$ cat src/rtl/fetch_sequencer_pkg.sv
// Shared CPU definitions for the fetch sequencer: word width, state encoding
// and the bundle of control strobes decoded from the state.
package fetch_sequencer_pkg;

  localparam int WORD_W = 32;

  typedef enum logic [2:0] {
    ST_IDLE     = 3'd0,
    ST_T0_ADDR  = 3'd1,
    ST_T1_READ  = 3'd2,
    ST_T2_IR    = 3'd3,
    ST_EXEC     = 3'd4,
    ST_REDIRECT = 3'd5,
    ST_HALTED   = 3'd6
  } fs_state_e;

  typedef struct packed {
    logic pc_enable;
    logic pc_inc;
    logic mar_en;
    logic mem_read;
    logic ir_en;
    logic exec_start;
    logic busy;
  } fs_ctrl_t;

endpackage

$ cat src/rtl/fetch_sequencer.sv
// Multi-cycle instruction fetch/execute sequencer with branch redirect, halt
// at instruction boundaries and a retired-instruction counter.
module fetch_sequencer
  import fetch_sequencer_pkg::*;
#(
  parameter int CNT_W = 16
) (
  input  logic              clk,
  input  logic              reset_n,
  input  logic              run,
  input  logic              halt_req,
  input  logic              mem_ready,
  input  logic              exec_done,
  input  logic              branch_taken,
  input  logic [WORD_W-1:0] branch_target,
  output logic              pc_enable,
  output logic              pc_inc,
  output logic [WORD_W-1:0] pc_din,
  output logic              mar_en,
  output logic              mem_read,
  output logic              ir_en,
  output logic              exec_start,
  output logic              busy,
  output logic [CNT_W-1:0]  retired
);

  fs_state_e         state_q, state_d;
  logic              first_q, first_d;
  logic [WORD_W-1:0] target_q, target_d;
  logic [CNT_W-1:0]  retired_q, retired_d;
  fs_ctrl_t          ctrl;

  always_ff @(posedge clk) begin
    if (!reset_n) begin
      state_q   <= ST_IDLE;
      first_q   <= 1'b0;
      target_q  <= '0;
      retired_q <= '0;
    end else begin
      state_q   <= state_d;
      first_q   <= first_d;
      target_q  <= target_d;
      retired_q <= retired_d;
    end
  end

  // halt_req is only looked at where an instruction ends, so a fetch in
  // flight always runs to completion.
  always_comb begin
    state_d   = state_q;
    first_d   = 1'b0;
    target_d  = target_q;
    retired_d = retired_q;
    case (state_q)
      ST_IDLE:    if (run) state_d = ST_T0_ADDR;
      ST_T0_ADDR: state_d = ST_T1_READ;
      ST_T1_READ: if (mem_ready) state_d = ST_T2_IR;
      ST_T2_IR: begin
        state_d = ST_EXEC;
        first_d = 1'b1;
      end
      ST_EXEC: begin
        if (exec_done) begin
          retired_d = retired_q + CNT_W'(1);
          if (branch_taken) begin
            target_d = branch_target;
            state_d  = ST_REDIRECT;
          end else begin
            state_d = halt_req ? ST_HALTED : ST_T0_ADDR;
          end
        end
      end
      ST_REDIRECT: state_d = halt_req ? ST_HALTED : ST_T0_ADDR;
      ST_HALTED:   state_d = ST_HALTED;
      default:     state_d = ST_IDLE;
    endcase
  end

  always_comb begin
    ctrl   = '0;
    pc_din = '0;
    case (state_q)
      ST_T0_ADDR: begin
        ctrl.pc_enable = 1'b1;
        ctrl.pc_inc    = 1'b1;
        ctrl.mar_en    = 1'b1;
        ctrl.busy      = 1'b1;
      end
      ST_T1_READ: begin
        ctrl.mem_read = 1'b1;
        ctrl.busy     = 1'b1;
      end
      ST_T2_IR: begin
        ctrl.ir_en = 1'b1;
        ctrl.busy  = 1'b1;
      end
      ST_EXEC: begin
        ctrl.exec_start = first_q;
        ctrl.busy       = 1'b1;
      end
      ST_REDIRECT: begin
        ctrl.pc_enable = 1'b1;
        ctrl.busy      = 1'b1;
        pc_din         = target_q;
      end
      default: ctrl = '0;
    endcase
  end

  assign pc_enable  = ctrl.pc_enable;
  assign pc_inc     = ctrl.pc_inc;
  assign mar_en     = ctrl.mar_en;
  assign mem_read   = ctrl.mem_read;
  assign ir_en      = ctrl.ir_en;
  assign exec_start = ctrl.exec_start;
  assign busy       = ctrl.busy;
  assign retired    = retired_q;

endmodule
$ cat config.mk
export PLATFORM = sky130hd
export DESIGN_NAME = fetch_sequencer
export DESIGN_NICKNAME = d
export VERILOG_FILES = /design/src/rtl/fetch_sequencer_pkg.sv /design/src/rtl/fetch_sequencer.sv
export SDC_FILE = /design/constraint.sdc
export NUM_CORES = 1
export LEC_CHECK = 0
export ABC_AREA = 1
export BUFFER_PORTS_ARGS = -buffer_cell sky130_fd_sc_hd__buf_2
export CORE_UTILIZATION = 45
export DETAILED_ROUTE_END_ITERATION = 7
export GPL_TIMING_DRIVEN = 0
export PLACE_DENSITY = 0.84
export SLEW_MARGIN = 20
export SYNTH_ARGS = -nofsm -noshare
export SYNTH_HDL_FRONTEND = slang
export SYNTH_SLANG_ARGS = --single-unit
$ cat constraint.sdc
create_clock -name clk -period 1.7 [get_ports clk]
set_input_delay 0.34 -clock clk [delete_from_list [all_inputs] [get_ports clk]]
set_output_delay 0.34 -clock clk [all_outputs]
set_load 0.02 [all_outputs]
# Yosys cells after proc, flatten, opt, wreduce, memory -nomap -nowiden
# Cells that the tools add are included.
# Widths: inputs -> output; s select.
[totals]
output_inout_bits = 55
inputBits = 39
word_cells = 33
regBits = 52
[op_classes]
n_eq_ne = 9
reduce_logical = 6
mux = 13
addsub = 1
[op_table]
columns = ["operator", "n"]
rows = [
  ["$mux 32", 1],
  ["$pmux 3 s7", 1],
  ["$add 16x1->16 const B", 1],
  ["$mux 3", 5],
  ["$eq 3x3->1 const B", 3],
  ["$eq 3x2->1 const B", 2],
  ["$ne 2x2->1 const B", 3],
  ["$reduce_and 3->1", 2],
  ["$mux 1", 5],
  ["$reduce_or 5->1", 1],
  ["$eq 3x1->1 const B", 1],
  ["$logic_not 3->1", 1],
  ["$mux 2", 1],
  ["$reduce_and 2->1", 1],
  ["$reduce_or 2->1", 1],
]

# Logic depth before layout (Yosys ltp)
# Gate-level depths: netlist of run 1.
[logic_depth]
word_depth = 4
mapped_depth = 9
ltp_nobuf = 9

# Least setup slack after synthesis of run 1
# No wires, ideal clock.
[synth_timing]
kind = "reg-to-output"
startpoint = "reg state_q[2]"
endpoint = "out pc_din[10]"
t_required_ns = 1.360
arrival_time_ns = 1.127
path_slack_ns = 0.233
n_path_buf = 2
stages_incl_launch_ff = 5
cell_sequence = "dfxtp_1 buf_2 nand3_2 clkbuf_1 nor2_1"
[synth_between]
elab_chain_len = 2
[synth_rtl]
columns = ["element", "line", "rtl"]
rows = [
  ["from (decl)", "fetch_sequencer.sv:27", "fs_state_e state_q, state_d;"],
  ["from (signal assigned)", "fetch_sequencer.sv:40", "state_q <= state_d;"],
  ["$eq 3x3->1", "fetch_sequencer.sv:82", "case (state_q)"],
  ["$mux 32", "fetch_sequencer.sv:82", ""],
  ["to (decl)", "fetch_sequencer.sv:18", "output logic [WORD_W-1:0] pc_din,"],
]
# No other way between the ends.

# Final worst setup path of run 1
[layout_timing]
startpoint = "reg state_q[1]"
endpoint = "out pc_din[7]"
# Same word-level chain as after synthesis.

==> results of run 1 <==
logic make-up after synthesis:
| family | after synthesis | synth area share [%] |
|---|---|---|
| AND/OR/NAND/NOR | 123 | 23.6 |
| AO/OA/AOI/OAI | 87 | 18.3 |
| buffers and inverters | 76 | 13.6 |
| flip-flops | 52 | 43.0 |
| XOR/XNOR | 3 | 1.08 |
| adder cells (fa/ha/maj) | 1 | 0.516 |
path summary, 6_finish.rpt:
check | start | to | slack [ns] | cells after the start
max | state_q[1] | pc_din[7] | 0.02 | 5
min | branch_target[4] | target_q[4] | 0.30 | 3
max reg2reg | state_q[1] | target_q[18] | 0.23 | 7
min reg2reg | target_q[6] | target_q[6] | 0.46 | 2
cell type report:
type,instances,area [um^2]
Buffer,16,144
Clock buffer,7,86.3
Clock inverter,1,7.51
Fill cell,443,1670
Inverter,59,229
Multi-Input combinational cell,215,1190
Sequential cell,52,1050
Tap cell,70,87.6
Timing Repair Buffer,100,669
state kept, by name, summed over array words and instances (netlist names):
signal and cells:
first_q 1, state_q 3, retired 16, target_q 32
cell usage in the layout (no fill, tap or decap), types with 2 or more instances in the layout:
cell      count
o21ai_0      29
nor2_1       29
buf_2        65
dfxtp_1      49
clkbuf_1      6
o21ai_1      13
inv_1        57
a21oi_1      42
buf_6        19
nor3b_1       3
nor2_4       14
nand4_1       4
nand3_1       9
dfxtp_4       2
buf_8         3
buf_4        22
nand2_1      35
clkbuf_8      6
nor2_2       17
nor3_1        5
xor2_1        2
nand3_4       2
through the flow:
stage,util [%],cells,hold slack (ns),setup TNS [ns]
after floorplan,-,342,0.430,0
after global placement,57.9,505,0.439,-0.00311
after detailed placement,57.9,505,0.444,-0.218
after CTS,62.8,519,0.296,0
after global routing,67.5,520,0.304,-0.558
final,67.5,520,0.303,0
synth_stat cells:
library cell and number:
nor3_4 1, or2_1 1, nand2_4 1, nor2_1 57
nor3_1 5, inv_4 1, xor2_1 2, nand2_2 1
nand3_1 9, a21oi_1 42, dfxtp_1 52, nor2_4 3
clkbuf_1 8, ha_1 1, o211ai_1 1, buf_4 2
nand4_1 4, buf_6 4, nor3b_1 3, o21ai_0 29
nand3_4 1, inv_1 58, nand3_2 1, nand2_1 35
or2_2 1, xnor2_1 1, o21ai_1 13, o21bai_1 1
a211oi_1 1, buf_2 3
per-layer routing:
layer  vias up  global-route usage (%)
li1       1289                       -
met1      1172                    28.3
met2       102                    36.8
met3         2                    6.22
met4         0                    5.97
met5         -                       0
worst max-delay path, stage by stage (launching register included):
cell and delay, ns:
dfxtp_4 0.38, inv_6 0.07, nand3_4 0.16, clkbuf_16 0.23, nor2_4 0.09, buf_6 0.12
power groups by stage:
stage | combinational [mW] | clock, mW | sequential [mW]
3_3_place_gp | 0.348 | 0 | 1.30
6_report | 0.422 | 0.717 | 1.29
4_1_cts | 0.390 | 0.737 | 1.28
2_1_floorplan | 0.238 | 0 | 1.29
3_5_place_dp | 0.354 | 0 | 1.30
5_1_grt | 0.464 | 0.789 | 1.29
what timing repair did:
action / in CTS / in global routing
cloned: 4 / 0
buffers inserted: 2 / 2
hold buffers: 0 / 0
gates resized for setup: 29 / 81
endpoints found under the setup margin: 31 / 32
pin swaps: 1 / 1
==> summary.md, run 1 <==
| Metric | Value |
|---|---|
| Unique masters post-synth | `30` |
| Final Wtd Congestion | `roughly 0.82` |
| Clock root cell | `clkbuf_8` |
| Sequential share of the synthesized area | `a little over two fifths` |
| First-pass GRT wire length | `between 9000 and 10000 um` |
| Via Count | `roughly 2.6k` |
| Layout area overhead | `43.2%` |
| Max-Cap Viols | `0` |
| Worst slew pin tran | `0.496 ns` |
| Tcrit/Tclk final | `approximately 99%` |
| Port bufs | `slightly above 90` |
| DIE AREA | `~5700 um^2` |
| YS warnings | `0` |
| Routed wl met3 | `464 um` |
| Outcome | `completed` |
| Largest net degree at the start of global routing | `16` |
| Sequential power share | `53.1%` |
| Leading area contributor after synthesis | `dfxtp_1` |
| Pint | `between 1.5 and 2 mW` |
| Skew-Pair Late Insertion Delay | `roughly 0.3 ns` |
| Initial Util | `between 40 and 50%` |
| Final Max Slew Viols | `0` |
| Drt drc | `0` |
| Global route overflow | `0` |
| Yosys reg bits | `52` |
| Final WL | `6540 um` |
| CP required | `between 1 and 1.5 ns` |
| Clock Power Share | `between 20 and 30%` |
| Clock Sinks | `52` |
| H-tree levels | `2` |
| Sw Share | `roughly 28%` |
| Worst Hold Class | `in2reg` |
| Detail Placement HPWL | `between 4000 and 5000 um` |
| Peak VDD IR | `451 uV` |
| Share of cells above drive strength 1 | `a little over a third` |
| Crit path time final | `1.68 ns` |
| Pre-antenna DRT Iters | `4` |
| Leakage | `between 1 and 1.5 nW` |
| Pwr/cell area | `699 nW/um^2` |
| Power, Total | `approximately 2.4 mW` |
| Ranking of synthesized cells by area | `dfxtp_1, inv_1, nor2_1` |
| Placed cell area | `between 2000 and 3000 um^2` |
| Setup crit end kind | `primary output` |
| Vias in the first global route | `approximately 2.1k` |
| Bufs on Longest Clock Path | `2` |
| Synth Instances | `roughly 340` |
| Combinational fraction of design power | `17.4%` |
| Switching power | `slightly below 700 uW` |
| Die Y | `roughly 75 um` |
| Ant diodes | `0` |
| Initial antenna violation count | `0` |
| CP Launch Type | `flop` |
| Slew HR | `around 67%` |
| # rows | `26` |
| Synth Cell Area | `~2400 um^2` |
| WL met2 | `around 3400 um` |
| CTS Buf Count | `5` |
| IO Count | `94` |
| Final hold violations | `0` |
| RSZ-0062 raised after global routing | `true` |
| Fin area | `approximately 3500 um^2` |
| Synth Area per Inst | `just over 7 um^2` |
| Final net count | `~490` |
| Die outline width | `approximately 75 um` |
| Top Layer Used | `met4` |
| Setup ws final | `0.0150 ns` |
| Avg WL per Cell | `12.6 um` |
| Top cell type's share of synthesized area | `between 40% and 50%` |
| Worst Path Max Fanout | `6` |
| Initial DRC Count | `70` |
| Routed Antenna Nets | `0` |
| Dpl ws | `-0.0432 ns` |
| Final setup viols | `0` |
| Vias/cell | `slightly below 5` |
| Syn nets | `about 380` |
| CTS tree | `done` |
| Critical path class | `reg2out` |
| Tot GR Track Use | `22.1%` |
| Clk_skew | `roughly 0.016 ns` |
| Clk slew on worst S/H paths | `~0.1 ns` |
| Fmax | `just under 600 MHz` |
| Area of the core | `between 5000 and 6000 um^2` |
| Crit path DAT | `roughly 1.3 ns` |
| Metal-1 WL | `approximately 2700 um` |
Power figures use the tool's default switching activity.
==> run 2: changes to the inputs <==
BUFFER_PORTS_ARGS = -buffer_cell sky130_fd_sc_hd__buf_4   (was -buffer_cell sky130_fd_sc_hd__buf_2)
==> run 2 against run 1 <==
Effect of this change: combinational power increased by 1%; via count decreased by 2.0%; routed wire length decreased by 7.3%; clock power decreased by 8.9%; die area unchanged; largest cell class unchanged; maximum frequency increased by 2.0%; register-to-register slack got worse by 0.03 ns.
==> summary.md, run 2 (synthesis results as in run 1) <==
| Metric | Value |
|---|---|
| Outcome | `completed` |
| Max incr delay on CP | `about 0.37 ns` |
| Layout area overhead | `41.1%` |
| Number of flip-flops in the largest register | `32` |
| Final Wtd Congestion | `just over 0.8` |
| Slew HR | `between 60% and 70%` |
| First-pass GRT wire length | `9910 um` |
| Worst slew pin tran | `about 0.5 ns` |
| Skew-Pair Late Insertion Delay | `a little under 0.3 ns` |
| Global route overflow | `0` |
| Die Y | `75.4 um` |
| Dpl ws | `-0.0252 ns` |
| Setup ws final | `0.0487 ns` |
| CP required | `~1.4 ns` |
| Clock root cell | `clkbuf_8` |
| Worst Hold Class | `in2reg` |
| Max-Cap Viols | `0` |
| Setup crit end kind | `primary output` |
| Leakage | `1.41 nW` |
| CTS tree | `done` |
| CTS Buf Count | `5` |
| Peak VDD IR | `between 300 and 400 uV` |
| Routed Antenna Nets | `0` |
| Bufs on Longest Clock Path | `2` |
| Fin area | `3420 um^2` |
| Detail Placement HPWL | `around 4500 um` |
| Ant diodes | `0` |
| Worst Path Max Fanout | `10` |
| CP Launch Type | `flop` |
| Area of the core | `5140 um^2` |
| Largest net degree at the start of global routing | `15` |
| Fillers | `a little under 500` |
| Vias/cell | `4.87` |
| Most frequent cells in the layout | `buf_4, inv_1, dfxtp_1, a21oi_1, nor2_1` |
| CTS Hold Bufs | `0` |
| Initial antenna violation count | `0` |
| Vias in the first global route | `~2.3k` |
| # rows | `26` |
| Initial DRC Count | `around 160` |
| H-tree levels | `2` |
| Avg WL per Cell | `around 12 um` |
| Placed cell area | `between 3000 and 4000 um^2` |
| Pre-antenna DRT Iters | `4` |
| Tcrit/Tclk final | `97.1%` |
| Final hold violations | `0` |
| Final Max Slew Viols | `0` |
| Drt drc | `0` |
| Tot GR Track Use | `22.6%` |
| Final net count | `about 490` |
| RSZ-0062 raised after global routing | `true` |
| Clk slew on worst S/H paths | `around 0.09 ns` |
| Crit path time final | `1.65 ns` |
| DIE AREA | `between 5000 and 6000 um^2` |
| Pwr/cell area | `slightly below 700 nW/um^2` |
| Via Count | `approximately 2.5k` |
| Crit path DAT | `around 1.3 ns` |
| Setup TNS | `0 ns` |
| Port bufs | `93` |
| Final WL | `approximately 6000 um` |
| Initial Util | `a little under half` |
| Clock Sinks | `52` |
| Share of cells above drive strength 1 | `33.0%` |
| Final setup viols | `0` |
| Commonest non-fill, non-tap cell in the layout | `buf_4` |
| Biggest register | `target_q` |
| Critical path class | `reg2out` |
| Crit path max-delay cell type | `dfxtp_2` |
| IO Count | `94` |
| Die outline width | `75.4 um` |
| Fmax | `between 600 and 700 MHz` |
| Worst-path cell chain | `inv_4 -> nand3_4 -> buf_8 -> nor2_1 -> buf_4` |
| Clk_skew | `around 0.005 ns` |
run 2: layout make-up:
type                            instances  area, um^2  area share [%]
Buffer                                 17         145            4.25
Clock buffer                            6        72.6            2.12
Clock inverter                          1        5.00           0.146
Inverter                               59         226            6.63
Multi-Input combinational cell        214        1100            32.3
Sequential cell                        52        1050            30.6
Tap cell                               70        87.6            2.56
Timing Repair Buffer                   97         728            21.3
run 2: final timing paths:
check / start / slack [ns] / depth (start not counted) / endpoint
worst min register to register: target_q[4] / 0.46 / 2 / target_q[4]
worst min-delay path: branch_target[3] / 0.31 / 3 / target_q[3]
worst max register to register: retired[1] / 0.20 / 6 / retired[8]
worst max-delay path: state_q[1] / 0.05 / 5 / pc_din[9]
run 2: routing by layer:
| layer | GRT usage (%) | part of all wire, % | wire length, um | vias to the layer above |
|---|---|---|---|---|
| li1 | - | - | - | 1285 |
| met1 | 26.8 | 44 | 2640 | 1148 |
| met2 | 39.8 | 49 | 2990 | 78 |
| met3 | 7.14 | 6.8 | 411 | 2 |
| met4 | 5.76 | 0.28 | 17 | 0 |
| met5 | 0 | 0 | 0 | - |
run 2: report_power, final:
part | switching, mW | internal [mW] | leakage (nW)
clock network | 0.372 | 0.281 | 0.0410
logic | 0.233 | 0.195 | 0.953
registers | 0.0306 | 1.25 | 0.421
total | 0.636 | 1.72 | 1.41
run 2: through the flow:
stage | std cells | util [%] | power [mW] | hold slack [ns]
finish | 516 | 66.5 | 2.36 | 0.306
global route | 516 | 66.5 | 2.48 | 0.309
CTS | 513 | 65.1 | 2.37 | 0.300
detailed placement | 505 | 62.4 | 1.71 | 0.444
global placement | 505 | 62.4 | 1.69 | 0.439
floorplan | 342 | - | 1.53 | 0.430
run 2: what timing repair did:
action | in CTS | in global routing
cloned | 0 | 0
endpoints found under the setup margin | 32 | 32
resized for setup | 17 | 22
setup buffers | 1 | 3
hold endpoints to repair | 0 | 0
pin swaps | 1 | 0
run 2: worst max-delay path, delay by kind of cell, from the launching register on:
kind                   cells  cell delay (ns)
AND/OR/NAND/NOR            2             0.23
flip-flops                 1             0.37
buffers and inverters      3             0.42
